File: src/rtl/uart_pkg.sv
// ============================================================================
// Module  : uart_pkg
// Brief   : Shared types and constants for the UART TX arbiter.
// Revision: 1.0 - initial release
// ============================================================================
`default_nettype none

package uart_pkg;

  localparam int UART_DW = 8;

  typedef enum logic [1:0] {
    IDLE      = 2'd0,
    LAUNCH    = 2'd1,
    WAIT_BUSY = 2'd2,
    WAIT_DONE = 2'd3
  } arb_state_t;

  // Index width for n requesters, never below one bit.
  function automatic int idx_width(input int n);
    return (n > 2) ? $clog2(n) : 1;
  endfunction

endpackage

`default_nettype wire

File: src/rtl/uart_tx_arbiter_rr_pick.sv
// ============================================================================
// Module  : rr_pick
// Brief   : Combinational round-robin pick, scanning from last_id+1 with
//           last_id itself considered last.
// Revision: 1.0 - initial release
// ============================================================================
`default_nettype none

module rr_pick #(
  parameter int N_REQ = 4,
  parameter int GW    = 2
) (
  input  logic [N_REQ-1:0] req,
  input  logic [GW-1:0]    last_id,
  output logic [GW-1:0]    winner,
  output logic             valid
);

  logic [GW-1:0] w_idx;

  // Walk downwards so the closest requester after last_id overwrites the rest.
  always_comb begin
    winner = '0;
    valid  = 1'b0;
    w_idx  = '0;
    for (int k = N_REQ; k >= 1; k--) begin
      w_idx = GW'((int'(last_id) + k) % N_REQ);
      if (req[w_idx]) begin
        winner = w_idx;
        valid  = 1'b1;
      end
    end
  end

endmodule

`default_nettype wire

File: src/rtl/uart_tx_arbiter.sv
// ============================================================================
// Module  : uart_tx_arbiter
// Brief   : Round-robin arbiter sharing one UART transmitter between N_REQ
//           byte producers, with optional burst lock and start timeout.
// Revision: 1.0 - initial release
// ============================================================================
`default_nettype none

module uart_tx_arbiter
  import uart_pkg::*;
#(
  parameter  int N_REQ         = 4,
  parameter  int MAX_BURST     = 16,
  parameter  int START_TIMEOUT = 64,
  localparam int GW            = idx_width(N_REQ)
) (
  input  logic                     clk,
  input  logic                     rst,
  input  logic [N_REQ-1:0]         req,
  input  logic [N_REQ-1:0]         req_lock,
  input  logic [UART_DW*N_REQ-1:0] din,
  output logic [N_REQ-1:0]         ack,
  output logic                     tx_start,
  output logic [UART_DW-1:0]       tx_data,
  input  logic                     tx_busy,
  output logic [GW-1:0]            grant_id,
  output logic                     busy,
  output logic                     err
);

  localparam int                   c_TO_W      = $clog2(START_TIMEOUT + 1);
  localparam int                   c_BURST_W   = $clog2(MAX_BURST + 1);
  localparam logic [c_TO_W-1:0]    c_TO_LAST   = c_TO_W'(START_TIMEOUT - 1);
  localparam logic [c_BURST_W-1:0] c_MAX_BURST = c_BURST_W'(MAX_BURST);
  localparam logic [c_BURST_W-1:0] c_BURST_ONE = c_BURST_W'(1);

  arb_state_t             r_state;
  arb_state_t             w_state_nxt;
  logic [GW-1:0]          r_grant_id;
  logic [GW-1:0]          r_rr_last;
  logic [UART_DW-1:0]     r_tx_data;
  logic                   r_lock;
  logic                   r_err;
  logic [c_BURST_W-1:0]   r_burst_cnt;
  logic [c_TO_W-1:0]      r_to_cnt;

  logic [UART_DW-1:0]     w_din_arr [N_REQ];
  logic [GW-1:0]          w_rr_winner;
  logic                   w_rr_valid;
  logic                   w_lock_hit;
  logic [GW-1:0]          w_pick;
  logic                   w_pick_valid;
  logic                   w_timeout;

  for (genvar i = 0; i < N_REQ; i++) begin : g_din_split
    assign w_din_arr[i] = din[UART_DW*i +: UART_DW];
  end

  rr_pick #(
    .N_REQ (N_REQ),
    .GW    (GW)
  ) u_rr_pick (
    .req     (req),
    .last_id (r_rr_last),
    .winner  (w_rr_winner),
    .valid   (w_rr_valid)
  );

  // A held lock only survives while its owner still requests and has budget left.
  assign w_lock_hit   = r_lock && req[r_grant_id] && (r_burst_cnt < c_MAX_BURST);
  assign w_pick       = w_lock_hit ? r_grant_id : w_rr_winner;
  assign w_pick_valid = w_lock_hit | w_rr_valid;

  always_comb begin
    w_state_nxt = r_state;
    w_timeout   = 1'b0;
    tx_start    = 1'b0;
    ack         = '0;
    case (r_state)
      IDLE: begin
        if (w_pick_valid) w_state_nxt = LAUNCH;
      end
      LAUNCH: begin
        tx_start        = 1'b1;
        ack[r_grant_id] = 1'b1;
        w_state_nxt     = WAIT_BUSY;
      end
      WAIT_BUSY: begin
        if (tx_busy) begin
          w_state_nxt = WAIT_DONE;
        end else if (r_to_cnt == c_TO_LAST) begin
          w_state_nxt = IDLE;
          w_timeout   = 1'b1;
        end
      end
      WAIT_DONE: begin
        if (!tx_busy) w_state_nxt = IDLE;
      end
      default: w_state_nxt = IDLE;
    endcase
  end

  always_ff @(posedge clk or posedge rst) begin
    if (rst) begin
      r_state     <= IDLE;
      r_grant_id  <= '0;
      r_rr_last   <= GW'(N_REQ - 1);
      r_tx_data   <= '0;
      r_lock      <= 1'b0;
      r_err       <= 1'b0;
      r_burst_cnt <= '0;
      r_to_cnt    <= '0;
    end else begin
      r_state <= w_state_nxt;
      r_err   <= w_timeout;
      case (r_state)
        IDLE: begin
          if (w_pick_valid) begin
            r_tx_data  <= w_din_arr[w_pick];
            r_grant_id <= w_pick;
            r_rr_last  <= w_pick;
            // Count only back-to-back bytes of the same grantee; saturate at the limit.
            if ((r_burst_cnt != '0) && (w_pick == r_grant_id)) begin
              if (r_burst_cnt != c_MAX_BURST) r_burst_cnt <= r_burst_cnt + 1'b1;
            end else begin
              r_burst_cnt <= c_BURST_ONE;
            end
          end
        end
        LAUNCH: begin
          r_lock   <= req_lock[r_grant_id];
          r_to_cnt <= '0;
        end
        WAIT_BUSY: begin
          if (w_timeout) r_lock <= 1'b0;
          else if (!tx_busy) r_to_cnt <= r_to_cnt + 1'b1;
        end
        default: ;
      endcase
    end
  end

  assign tx_data  = r_tx_data;
  assign grant_id = r_grant_id;
  assign busy     = (r_state != IDLE);
  assign err      = r_err;

endmodule

`default_nettype wire
File: config.mk
export PLATFORM = sky130hd
export DESIGN_NAME = uart_tx_arbiter
export DESIGN_NICKNAME = d
export VERILOG_FILES = /design/src/rtl/uart_pkg.sv /design/src/rtl/uart_tx_arbiter_rr_pick.sv /design/src/rtl/uart_tx_arbiter.sv
export SDC_FILE = /design/constraint.sdc
export NUM_CORES = 1
export LEC_CHECK = 0
export ABC_AREA = 1
export BUFFER_PORTS_ARGS = -buffer_cell sky130_fd_sc_hd__buf_2
export CAP_MARGIN = 20
export CORE_MARGIN = 1.5
export CORE_UTILIZATION = 47
export DETAILED_ROUTE_END_ITERATION = 10
export GPL_ROUTABILITY_DRIVEN = 0
export MAX_ROUTING_LAYER = met4
export PLACE_DENSITY_LB_ADDON = 0.2
export SLEW_MARGIN = 20
export SYNTH_ARGS = -nofsm -noshare
export SYNTH_HDL_FRONTEND = slang
export SYNTH_SLANG_ARGS = --single-unit
File: constraint.sdc
create_clock -name clk -period 1.7 [get_ports clk]
set_input_delay 0.17 -clock clk [delete_from_list [all_inputs] [get_ports clk]]
set_output_delay 0.17 -clock clk [all_outputs]
set_load 0.02 [all_outputs]
==> run_results.csv <==
group,metric,value,unit
clock_tree,numClockSinks,28,
clock_tree,clk_latency,0.28,ns
place,placed_cell_area,2616,sq um
setup_path,slowest_stage,"dfstp_2",
yosys,synth.cell_area,2092,sq um
yosys,yosysUniqueCellTypes,32,
sta,holdWs,0.1664,ns
yosys,synth-seq-area-share,0.3361,
setup_path,crit_buf_inv,3,
setup_path,crit_required,1.86,ns
sta,max_slew_margin,0.6025,
sta,slew_violations,0,
sta,fin_ws,-0.3077,ns
detailed_routing,vias,2413,
floorplan,dieHeight,69.72,microns
sta,fin_crit_sh,1.181,
grt,grt_pass1_wl,10120,microns
finish,final_common_cell,"nand2_1",
yosys,yosys_warnings,0,
sta,finalClockSkew,0.007465,ns
finish,fin_area,3131,sq um
setup_path,crit_type,"register to register",
flow_run,drv_cap,0,
sta,fmax,498.1,MHz
pwr,ir_drop,0.001324,V
finish,layout_common_cells,"nand2_1 (86), buf_2 (56), inv_1 (44), buf_4 (32), nand3_1 (26)",
detailed_routing,routed_via_density,5.178,
place,place_hpwl,4143,microns
detailed_routing,dr_wl_met2,3233,microns
finish,finalNetCount,465,
setup_path,endpoint_kind,"register",
setup_path,crit_path_max_incr_delay,0.61,ns
finish,antenna-diode-count,0,
detailed_routing,wire_per_inst,13.69,microns
setup_path,worst-path-max-fanout,8,
floorplan,core_area,4324,sq um
setup_path,critPathArrivalTime,2.16,ns
grt,grt_max_degree,17,
clock_tree,root_buffer,"clkbuf_8",
detailed_routing,wl_met1,2618,microns
place,io_buffers,59,
grt,grtUsageTotal,0.2621,
sta,period_needed,2.008,ns
floorplan,ios,60,
finish,drive_gt1_frac,0.4300,
sta,worst_slew_pin_slew,0.5957,ns
yosys,synth_nets,369,
clock_tree,cts_buffer_depth,2,
floorplan,start_util,0.4838,
sta,finalHoldViolations,0,
floorplan,fp-row-count,24,
sta,setup_viol,19,
status,status,"finished, violations left",
yosys,syn_area_per_cell,6.558,sq um
detailed_routing,drc,0,
clock_tree,path_clk_slew,0.10,ns
status,violations,"negative setup slack",
pwr,leakagePower,0.001749,uW
sta,rsz0062_at_grt,"yes",
finish,area_growth,49.64,%
yosys,synthCells,319,
grt,antenna_found_initial,0,
grt,grt_pass1_vias,2327,
detailed_routing,wl_met3,238,microns
clock_tree,numCtsBuffers,3,
setup_path,cp-start-kind,"register",
setup_path,crit_family,"simple AND/OR/NAND/NOR gates",
detailed_routing,wl,6380,microns
clock_tree,cts_tree,"done",
yosys,synth.ff_latch_count,28,
hold_path,hp-class,"input port to register",
detailed_routing,highest_layer,"met4",
floorplan,die-area,4860,sq um
grt,gr-total-overflow,0,
pwr,power_density,2349,nW/um^2
detailed_routing,drt_pass1_iterations,4,
detailed_routing,ant_nets,0,
clock_tree,htreeDepth,1,
setup_path,path_cells,"inv_4 -> nand2_1 -> nand2_1 -> nand2_2 -> nand2_4 -> buf_4 -> nor2_4 -> nand3_4 -> nand2_4 -> buf_6 -> nor2_1 -> o211ai_1 -> nand3_1",
floorplan,die_w,69.72,microns
detailed_routing,drt_iter0_drc,138,
## tightest hold or removal path, delay by kind of cell
family	cells	cell delay [ns]
AO/OA/AOI/OAI	1	0.08
buffers and inverters	1	0.08
AND/OR/NAND/NOR	1	0.08
## registers in the layout (all words and copies together) (netlist names)
signal / count
err: 1
grant_id: 2
r_burst_cnt: 5
r_lock: 1
r_rr_last: 2
r_state: 2
r_to_cnt: 7
tx_data: 8
## layer usage
layer / GRT usage / vias to the layer above
met3: 0.02180 / 24
met2: 0.4658 / 73
met5: - / -
met1: 0.3114 / 1116
li1: - / 1200
met4: 0.09402 / 0
## cell families after synthesis
kind of cell    share of synthesized area
fa+ha+maj                         0.04186
compound gates                    0.09630
xor+xnor                          0.01256
flops                              0.3361
simple gates                       0.3816
buf+inv                            0.1316
## cell usage after synthesis (all sizes together)
cell / number / area [sq um]
a22oi: 1 / 7.510
o21ai: 18 / 90.09
a32o: 1 / 10.01
xor2: 3 / 26.28
nor3: 6 / 30.03
nor3b: 1 / 7.510
inv: 59 / 221.5
a21oi: 5 / 25.02
dfstp: 2 / 52.55
nand2: 111 / 439.2
dfrtp: 26 / 650.6
o211a: 1 / 10.01
a31oi: 1 / 6.260
clkinv: 1 / 3.750
o211ai: 4 / 30.03
or2: 4 / 25.02
nor2: 12 / 47.55
ha: 7 / 87.58
nand3: 39 / 205.2
nand4: 7 / 43.79
buf: 7 / 50.05
a21boi: 3 / 22.52
## report_power, final
group	leakage (uW)	internal [uW]	switching (uW)
clock network	0.0000357	316	224
logic	0.00135	2250	3470
registers	0.000359	913	180
total	0.00175	3480	3870
## area by class of cell
type | count | area [sq um]
multi-input combinational | 226 | 1404
fill | 341 | 1194
sequential | 28 | 704.4
timing repair buffer | 96 | 635.6
inverter | 60 | 250.2
tap | 52 | 65.06
clock buffer | 3 | 41.29
clock inverter | 1 | 30.03
## path summary, 6_finish.rpt
check / start / end / slack [ns] / depth (start not counted)
setup / recovery: r_rr_last[0]$_DFFE_PP1P_ / tx_data[6]$_DFFE_PP0P_ / -0.31 / 13
hold / removal: din[16] / tx_data[0]$_DFFE_PP0P_ / 0.17 / 3
setup reg to reg: r_rr_last[0]$_DFFE_PP1P_ / tx_data[6]$_DFFE_PP0P_ / -0.31 / 13
hold reg to reg: tx_data[2]$_DFFE_PP0P_ / tx_data[2]$_DFFE_PP0P_ / 0.49 / 2
max in group asynchronous: rst / r_burst_cnt[3]$_DFFE_PP0P_ / 0.73 / 4
min in group asynchronous: rst / r_state[0]$_DFFE_PP0P_ / 0.49 / 3
## through the flow
| stage | instances | utilization | setup TNS (ns) | worst slack, ns | power (uW) |
|---|---|---|---|---|---|
| after floorplan | 319 | - | -0.6113 | -0.07920 | 3948 |
| after global placement | 449 | 0.6050 | -3.239 | -0.2449 | 4920 |
| after detailed placement | 449 | 0.6050 | -3.881 | -0.2926 | 4975 |
| after CTS | 460 | 0.6655 | -3.356 | -0.2403 | 6240 |
| after global routing | 466 | 0.7240 | -7.171 | -0.4453 | 7927 |
| final | 466 | 0.7240 | -4.819 | -0.3077 | 7353 |
## repair_timing
item | 4_1_cts | 5_1_grt
hold endpoints to repair | 10 | 0
cloned | 1 | 2
gates resized for setup | 35 | 67
endpoints found under the setup margin | 21 | 29
buffers inserted | 5 | 4
hold buffers | 1 | 0
pin swaps | 4 | 22
Power figures use the tool's default switching activity.
